`src/rtl/dmem_arb_pkg.sv`:
```
// rtl/dmem_arb_pkg.sv - shared constants and response record for the data SRAM arbiter
package dmem_arb_pkg;

  localparam logic [1:0] ST_UNLOCKED = 2'd0;
  localparam logic [1:0] ST_LOCK0    = 2'd1;
  localparam logic [1:0] ST_LOCK1    = 2'd2;

  localparam logic M_LSU = 1'b0;
  localparam logic M_DBG = 1'b1;

  localparam int DATA_W = 32;
  localparam int ADDR_W = 32;

  typedef struct packed {
    logic              valid;
    logic              id;
    logic              err;
    logic [DATA_W-1:0] data;
  } rsp_t;

endpackage

```
`src/rtl/dmem_arb_rr2.sv`:
```
// rtl/dmem_arb_rr2.sv - two-way round-robin pick with an optional forced owner
module dmem_arb_rr2 (
  input  logic [1:0] req,
  input  logic       last,
  input  logic       force_en,
  input  logic       force_id,
  output logic [1:0] gnt
);

  always_comb begin
    gnt = 2'b00;
    if (force_en) begin
      // the locked owner alone may win, the other master waits even if the owner is idle
      gnt[force_id] = req[force_id];
    end else if (req == 2'b11) begin
      gnt[~last] = 1'b1;
    end else begin
      gnt = req;
    end
  end

endmodule

```
`src/rtl/dmem_arbiter.sv`:
```
// rtl/dmem_arbiter.sv - two-master arbiter, range check and response register for sram_data
module dmem_arbiter
  import dmem_arb_pkg::*;
#(
  parameter int NUM_WORDS = 10,
  parameter int LOCK_MAX  = 8
) (
  input  logic        clk_i,
  input  logic        rst_i,
  input  logic        m0_req_i,
  input  logic        m0_we_i,
  input  logic [31:0] m0_addr_i,
  input  logic [31:0] m0_wdata_i,
  input  logic        m0_lock_i,
  output logic        m0_gnt_o,
  output logic        m0_rvalid_o,
  output logic [31:0] m0_rdata_o,
  output logic        m0_err_o,
  input  logic        m1_req_i,
  input  logic        m1_we_i,
  input  logic [31:0] m1_addr_i,
  input  logic [31:0] m1_wdata_i,
  input  logic        m1_lock_i,
  output logic        m1_gnt_o,
  output logic        m1_rvalid_o,
  output logic [31:0] m1_rdata_o,
  output logic        m1_err_o,
  output logic        sram_req_o,
  output logic        sram_we_o,
  output logic [31:0] sram_addr_o,
  output logic [31:0] sram_wdata_o,
  input  logic [31:0] sram_rdata_i
);

  logic [1:0]        state_q, state_d;
  logic [7:0]        lock_cnt_q, lock_cnt_d;
  logic              last_q, last_d;
  rsp_t              rsp_q, rsp_d;

  logic [1:0]        req, gnt;
  logic              locked, lock_id, accept, win_id;
  logic              win_we, win_lock, in_range, rsp_vis;
  logic [ADDR_W-1:0] win_addr;
  logic [DATA_W-1:0] win_wdata;

  assign req     = {m1_req_i, m0_req_i} & {2{~rst_i}};
  assign locked  = (state_q != ST_UNLOCKED);
  assign lock_id = (state_q == ST_LOCK1);

  dmem_arb_rr2 u_rr (
    .req      (req),
    .last     (last_q),
    .force_en (locked),
    .force_id (lock_id),
    .gnt      (gnt)
  );

  assign accept    = |gnt;
  assign win_id    = gnt[1];
  assign win_we    = win_id ? m1_we_i    : m0_we_i;
  assign win_addr  = win_id ? m1_addr_i  : m0_addr_i;
  assign win_wdata = win_id ? m1_wdata_i : m0_wdata_i;
  assign win_lock  = win_id ? m1_lock_i  : m0_lock_i;
  assign in_range  = (win_addr < ADDR_W'(NUM_WORDS));

  assign m0_gnt_o     = gnt[0];
  assign m1_gnt_o     = gnt[1];
  assign sram_req_o   = accept & in_range;
  assign sram_we_o    = accept & in_range & win_we;
  assign sram_addr_o  = accept ? win_addr  : '0;
  assign sram_wdata_o = accept ? win_wdata : '0;

  always_comb begin
    state_d    = state_q;
    lock_cnt_d = lock_cnt_q;
    last_d     = accept ? win_id : last_q;
    case (state_q)
      ST_UNLOCKED: begin
        if (accept && win_lock) begin
          state_d    = (win_id == M_DBG) ? ST_LOCK1 : ST_LOCK0;
          lock_cnt_d = 8'd0;
        end
      end
      default: begin
        // a forced release wins over a renewed lock request in the same cycle
        if ((lock_cnt_q == 8'(LOCK_MAX - 1)) || (accept && !win_lock)) begin
          state_d    = ST_UNLOCKED;
          lock_cnt_d = 8'd0;
        end else begin
          lock_cnt_d = lock_cnt_q + 8'd1;
        end
      end
    endcase
  end

  always_comb begin
    rsp_d       = '0;
    rsp_d.valid = accept;
    rsp_d.id    = win_id;
    rsp_d.err   = accept & ~in_range;
    rsp_d.data  = (accept && in_range && !win_we) ? sram_rdata_i : '0;
  end

  always_ff @(posedge clk_i) begin
    if (rst_i) begin
      state_q    <= ST_UNLOCKED;
      lock_cnt_q <= 8'd0;
      last_q     <= M_DBG;
      rsp_q      <= '0;
    end else begin
      state_q    <= state_d;
      lock_cnt_q <= lock_cnt_d;
      last_q     <= last_d;
      rsp_q      <= rsp_d;
    end
  end

  // a response pending when reset arrives is dropped immediately
  assign rsp_vis     = rsp_q.valid & ~rst_i;
  assign m0_rvalid_o = rsp_vis & (rsp_q.id == M_LSU);
  assign m1_rvalid_o = rsp_vis & (rsp_q.id == M_DBG);
  assign m0_rdata_o  = m0_rvalid_o ? rsp_q.data : '0;
  assign m1_rdata_o  = m1_rvalid_o ? rsp_q.data : '0;
  assign m0_err_o    = m0_rvalid_o & rsp_q.err;
  assign m1_err_o    = m1_rvalid_o & rsp_q.err;

endmodule
```
`config.mk`:
```
export PLATFORM = sky130hd
export DESIGN_NAME = dmem_arbiter
export DESIGN_NICKNAME = d
export VERILOG_FILES = /design/src/rtl/dmem_arb_pkg.sv /design/src/rtl/dmem_arb_rr2.sv /design/src/rtl/dmem_arbiter.sv
export SDC_FILE = /design/constraint.sdc
export NUM_CORES = 1
export LEC_CHECK = 0
export CAP_MARGIN = 30
export CORE_AREA = 3 3 116 118
export DETAILED_ROUTE_END_ITERATION = 8
export DIE_AREA = 0 0 119 121
export PLACE_DENSITY = 0.64
export SLEW_MARGIN = 0
export SYNTH_ARGS = -nofsm -noshare
export SYNTH_HDL_FRONTEND = slang
export SYNTH_SLANG_ARGS = --single-unit
```
`constraint.sdc`:
```
create_clock -name clk_i -period 5.7 [get_ports clk_i]
set_input_delay 1.14 -clock clk_i [delete_from_list [all_inputs] [get_ports clk_i]]
set_output_delay 1.14 -clock clk_i [all_outputs]
set_load 0.02 [all_outputs]
```
Yosys cells after proc, flatten, opt, wreduce, memory -nomap -nowiden
Cells that the tools add are included.
{"block": "totals", "register_bits": 46, "latch_bits": 0, "mem_bits_rw": 0, "romBits": 0, "inputBits": 168, "output_inout_bits": 136, "word_cells": 70, "n_memories": 0}
{"block": "classes", "n_addsub": 1, "multipliers": 0, "n_div": 0, "order_cmp": 5, "n_eq_ne": 4, "shift": 0, "muxes": 23, "bitwise": 15, "reduce_logical": 15}
{"op": "32-bit two-way mux", "count": 6}
{"op": "32-bit by 4-bit < comparator with 1-bit output, second input constant", "count": 1}
{"op": "8-bit two-way mux", "count": 3}
{"op": "2-bit two-way mux", "count": 6}
{"op": "8-bit by 1-bit adder with 8-bit output, second input constant", "count": 1}
{"op": "1-bit AND", "count": 8}
{"op": "8-bit by 3-bit == test with 1-bit output, second input constant", "count": 1}
{"op": "1-bit logical AND", "count": 6}
{"op": "1-bit two-way mux", "count": 6}
{"op": "1-bit NOT", "count": 5}
{"op": "2-bit AND", "count": 2}
{"op": "2-bit == test, second input constant", "count": 2}
{"op": "1-bit by 2-bit < comparator with 1-bit output, second input constant", "count": 2}
{"op": "2-bit nonzero test", "count": 2}
{"op": "2-bit OR reduction", "count": 2}
{"op": "1-bit demux with 1-bit select", "count": 2}
{"op": "1-bit greater-or-equal comparator, second input constant", "count": 2}
{"op": "1-bit zero test", "count": 2}
{"op": "2-bit zero test", "count": 1}
{"op": "2-bit != test, second input constant", "count": 1}
{"op": "2-bit AND reduction", "count": 1}
{"op": "1-bit logical OR", "count": 1}

Logic depth before layout (Yosys ltp)
{"block": "depth", "ltp_word": 13, "depth_mapped": 7, "depth_no_buf": 6}

By module
Synthesis repeated with hierarchy kept, for this count alone.
{"block": "unflattened", "cells_unflattened": 348, "area_unflattened_um2": 3146.8}
{"mod": "dmem_arbiter", "n_inst": 1, "cells_per_inst": 342, "area_each_um2": 3110.5, "seq_area_each_um2": 920.9}
{"mod": "dmem_arb_rr2", "n_inst": 1, "cells_per_inst": 6, "area_each_um2": 36.3, "seq_area_each_um2": 0.0}

Worst setup path before layout
No wires, ideal clock.
{"block": "synth_path", "path_kind": "input to output", "from": "input port m0_addr_i[22]", "to": "output port sram_we_o", "t_arrival_ns": 2.690, "required_time_ns": 4.560, "setup_slack_ns": 1.870, "path_stages": 6, "path_buffers": 1, "path_cell_list": "nor4_1 nand4_1 or3_1 a21oi_2 buf_2 nor2b_1"}
{"block": "synth_via", "elab_chain_len": 4}
{"item": "start: declaration", "line_no": "dmem_arbiter.sv:12", "text": "input logic [31:0] m0_addr_i,"}
{"item": "32-bit two-way mux", "line_no": "dmem_arbiter.sv:61", "text": "assign win_addr = win_id ? m1_addr_i : m0_addr_i;"}
{"item": "32-bit by 4-bit < comparator with 1-bit output", "line_no": "dmem_arbiter.sv:64", "text": "assign in_range = (win_addr < ADDR_W'(NUM_WORDS));"}
{"item": "1-bit AND"}
{"item": "named net sram_req_o", "line_no": "dmem_arbiter.sv:28", "text": "output logic sram_req_o,"}
{"item": "1-bit AND", "line_no": "dmem_arbiter.sv:69", "text": "assign sram_we_o = accept & in_range & win_we;"}
{"item": "end: declaration", "line_no": "dmem_arbiter.sv:29", "text": "output logic sram_we_o,"}
The timed path passes the listed nets, and every way through them passes these cells.

Worst setup path in the final report
{"block": "layout_path", "from": "input port rst_i", "to": "output port sram_addr_o[11]"}
{"block": "layout_via", "elab_chain_len": 8, "word_cells_on_any_way": 11, "cone_classes": "1 x eq/ne; 6 x mux; 3 x bitwise; 1 x reduce/logical"}
{"item": "start: declaration", "line_no": "dmem_arbiter.sv:9", "text": "input logic rst_i,"}
{"item": "1-bit NOT *", "line_no": "dmem_arbiter.sv:46", "text": "assign req = {m1_req_i, m0_req_i} & {2{~rst_i}};"}
{"item": "2-bit AND *", "line_no": "dmem_arbiter.sv:46"}
{"item": "1-bit two-way mux (not written as such) (2 in a row)", "line_no": "dmem_arb_rr2.sv:14", "text": "gnt[force_id] = req[force_id];"}
{"item": "2-bit AND (no line)"}
{"item": "2-bit two-way mux *", "line_no": "dmem_arb_rr2.sv:12", "text": "if (force_en) begin"}
{"item": "32-bit two-way mux / 2-bit OR reduction (equally long branches)", "line_no": "dmem_arbiter.sv:61, dmem_arbiter.sv:58"}
{"item": "32-bit two-way mux *", "line_no": "dmem_arbiter.sv:70", "text": "assign sram_addr_o = accept ? win_addr : '0;"}
{"item": "end: declaration", "line_no": "dmem_arbiter.sv:30", "text": "output logic [31:0] sram_addr_o,"}
Every way passes the cells marked *; elsewhere a longest branch is shown, timed or not. The select of a mux whose other input is x is not followed.

==> flow_metrics.tcl <==
set metrics [dict create \
    outcome "completed" \
    syn_area_um2 2850 \
    critical_path.startpoint_type "primary input" \
    clk_path_buf_depth 2 \
    rsz0062_at_grt "false" \
    r2r-end "lock_cnt_q[7]$_SDFFE_PP0P_" \
    clock_latency_ps 280 \
    dieHeight_um 121 \
    min_from "lock_cnt_q[2]$_SDFFE_PP0P_" \
    hold_path_depth 1 \
    start_util 0.227 \
    final_net_count 798 \
    fill_cells 1231 \
    clock-sinks 46 \
    r2r-start "state_q[0]$_SDFFE_PP0P_" \
    multi_input_area_um2 1800 \
    tns_ps 0 \
    postSynthCellCount 338 \
    cts_setup_buffers 0 \
    synth_edf_count 0 \
    setup_viol 0 \
    dieArea_um2 14400 \
    num_antenna_cells 0 \
    hold_violations 0 \
    holdWs_ps 511 \
    grt_pass1_wl_um 20300 \
    drc 0 \
    setup_ws_ps 830 \
    synthArstFlopShare 0 \
    drive_gt1_frac 0.0397 \
    worstSetupPathType "primary input to output pin" \
    coreArea_um2 12600 \
    synth_top_cell_area_share 0.323 \
    synth_seq_cells 46 \
    dp_hpwl_um 11800 \
    antenna_found_initial 0 \
    arrival_ps 3730 \
    syn_nets 507 \
    root_buffer "clkbuf_16" \
    via_per_inst 4.64 \
    final.setup_skew_ps 6.42 \
    regArea_um2 921 \
    max_slew_margin 0.529 \
    holdPathEnd "lock_cnt_q[2]$_SDFFE_PP0P_" \
    finalCritPeriodShare 0.854 \
    r2r_cells 7 \
    grt_pass1_vias 3811 \
    port_buffers 303 \
    drt_iter0_markers 80 \
    critPathMaxFanout 59 \
    finalCriticalPeriod_ps 4870 \
    post_dp_cell_area_um2 6060 \
    synth_seq_area_share 0.323 \
    wl_per_cell_um 17.1 \
    ys_warn_count 0 \
    h-tree-depth 2 \
    vdd_drop_max_mv 0.0895 \
    synth_top_area_cell "dfxtp_1" \
    die-width_um 119 \
    r2r_slack_ps 3350 \
    synth_most_common_cell "and2_1" \
    drtPass1Iterations 4 \
    worst_hold_path_type "register to register" \
    syn_area_per_cell_um2 8.44 \
    tightestPinTransition_ps 705 \
    synth_ff_type "dfxtp_1" \
    final_area_um2 6200 \
    ios 304 \
    ys_types 39 \
    p_per_area_nw_per_um2 151 \
    grtUsageTotal 0.176 \
    ant_nets 0 \
    area_growth_pct 117 \
    place.gp.congestion 0.813 \
    via_count 3715 \
    required_ps 4560 \
    cts_tree "built" \
    maxCapViolations 0 \
    rows 41 \
    cts.repair.resized 0 \
    cts.reportedPaths.clkPinSlew_ps 60 \
    grt_overflow 0 \
    end_kind "output pin" \
    synth_area_leaders "dfxtp_1, a22o_1, and2_1" \
    leakage_nw 2.44 \
    synth_common_cells "and2_1, a22o_1, dfxtp_1" \
    slew_viol_final 0 \
    numCtsBuffers 5 \
    dp_slack_ps 814 \
    fmax_mhz 205 \
    grt_max_degree 60 \
    routed_wl_um 13700 \
    ctsHoldBuffers 0 \
]
-- critical path, stage by stage --
cell and delay (ps):
clkdlybuf4s50_1 630, nand2b_1 320, nor3_2 200, buf_4 510, a22o_1 240, clkdlybuf4s50_1 650
-- power by group --
| group | total (W) | internal, W | leakage (nW) | switching (W) |
|---|---|---|---|---|
| clock | 0.000269 | 0.000158 | 0.0694 | 0.000111 |
| sequential | 0.000329 | 0.000325 | 0.372 | 0.00000359 |
| combinational | 0.000337 | 0.000196 | 2.00 | 0.000141 |
-- stage by stage --
step           power [W]  cells  utilization
6_report        0.000935    801        0.493
5_1_grt         0.000978    801        0.493
4_1_cts         0.000948    801        0.493
3_5_place_dp    0.000675    794        0.483
3_3_place_gp    0.000672    794        0.483
2_1_floorplan   0.000459    338            -
-- cells by family after synthesis --
logic type | share of synthesized area
mux | 0.0316
fa+ha+maj | 0.00439
simple gates | 0.342
compound gates | 0.242
xor+xnor | 0.00614
flops | 0.323
buf+inv | 0.0505
-- registers in the layout (all words and copies together), names as in the netlist --
name,flops
rsp_q,35
lock_cnt_q,8
state_q,2
last_q,1
-- worst max path at each step --
stage | to | start | slack (ps)
global placement | sram_addr_o[11] | rst_i | 870
CTS | sram_addr_o[11] | rst_i | 800
finish | sram_addr_o[11] | rst_i | 830
detailed placement | sram_addr_o[11] | rst_i | 810
floorplan | sram_we_o | m0_addr_i[22] | 1870
global route | sram_addr_o[14] | rst_i | 690
-- placed cells by master (no fill, tap or decap), drive strengths merged, types with 2 or more instances in the layout --
master	instances
a2111oi	2
nor3b	2
a21oi	3
inv	7
nor3	2
nand3	4
clkinv	2
nand4	2
nor2b	3
and3	35
and2	67
clkbuf	5
buf	9
a31o	2
nor2	14
nand2	11
nand2b	2
a311oi	2
a22o	60
mux2i	9
nor4	16
clkdlybuf4s50	303
xnor2	2
o21ai	6
and4	2
dfxtp	46
-- final cells by class --
type / count / share of cell area
multi-input cells: 257 / 0.291
clock inverters: 2 / 0.00161
clock buffers: 5 / 0.0202
well taps: 172 / 0.0347
repair buffers: 312 / 0.500
flip-flops and latches: 46 / 0.149
inverters: 7 / 0.00424
-- routing by layer --
layer	vias up	track usage	part of all wire
li1	1822	-	-
met1	1695	0.170	0.35
met2	184	0.355	0.55
met3	14	0.0541	0.087
met4	0	0.0478	0.019
met5	-	0	0
No activity file was read; power rests on OpenSTA's default activity.
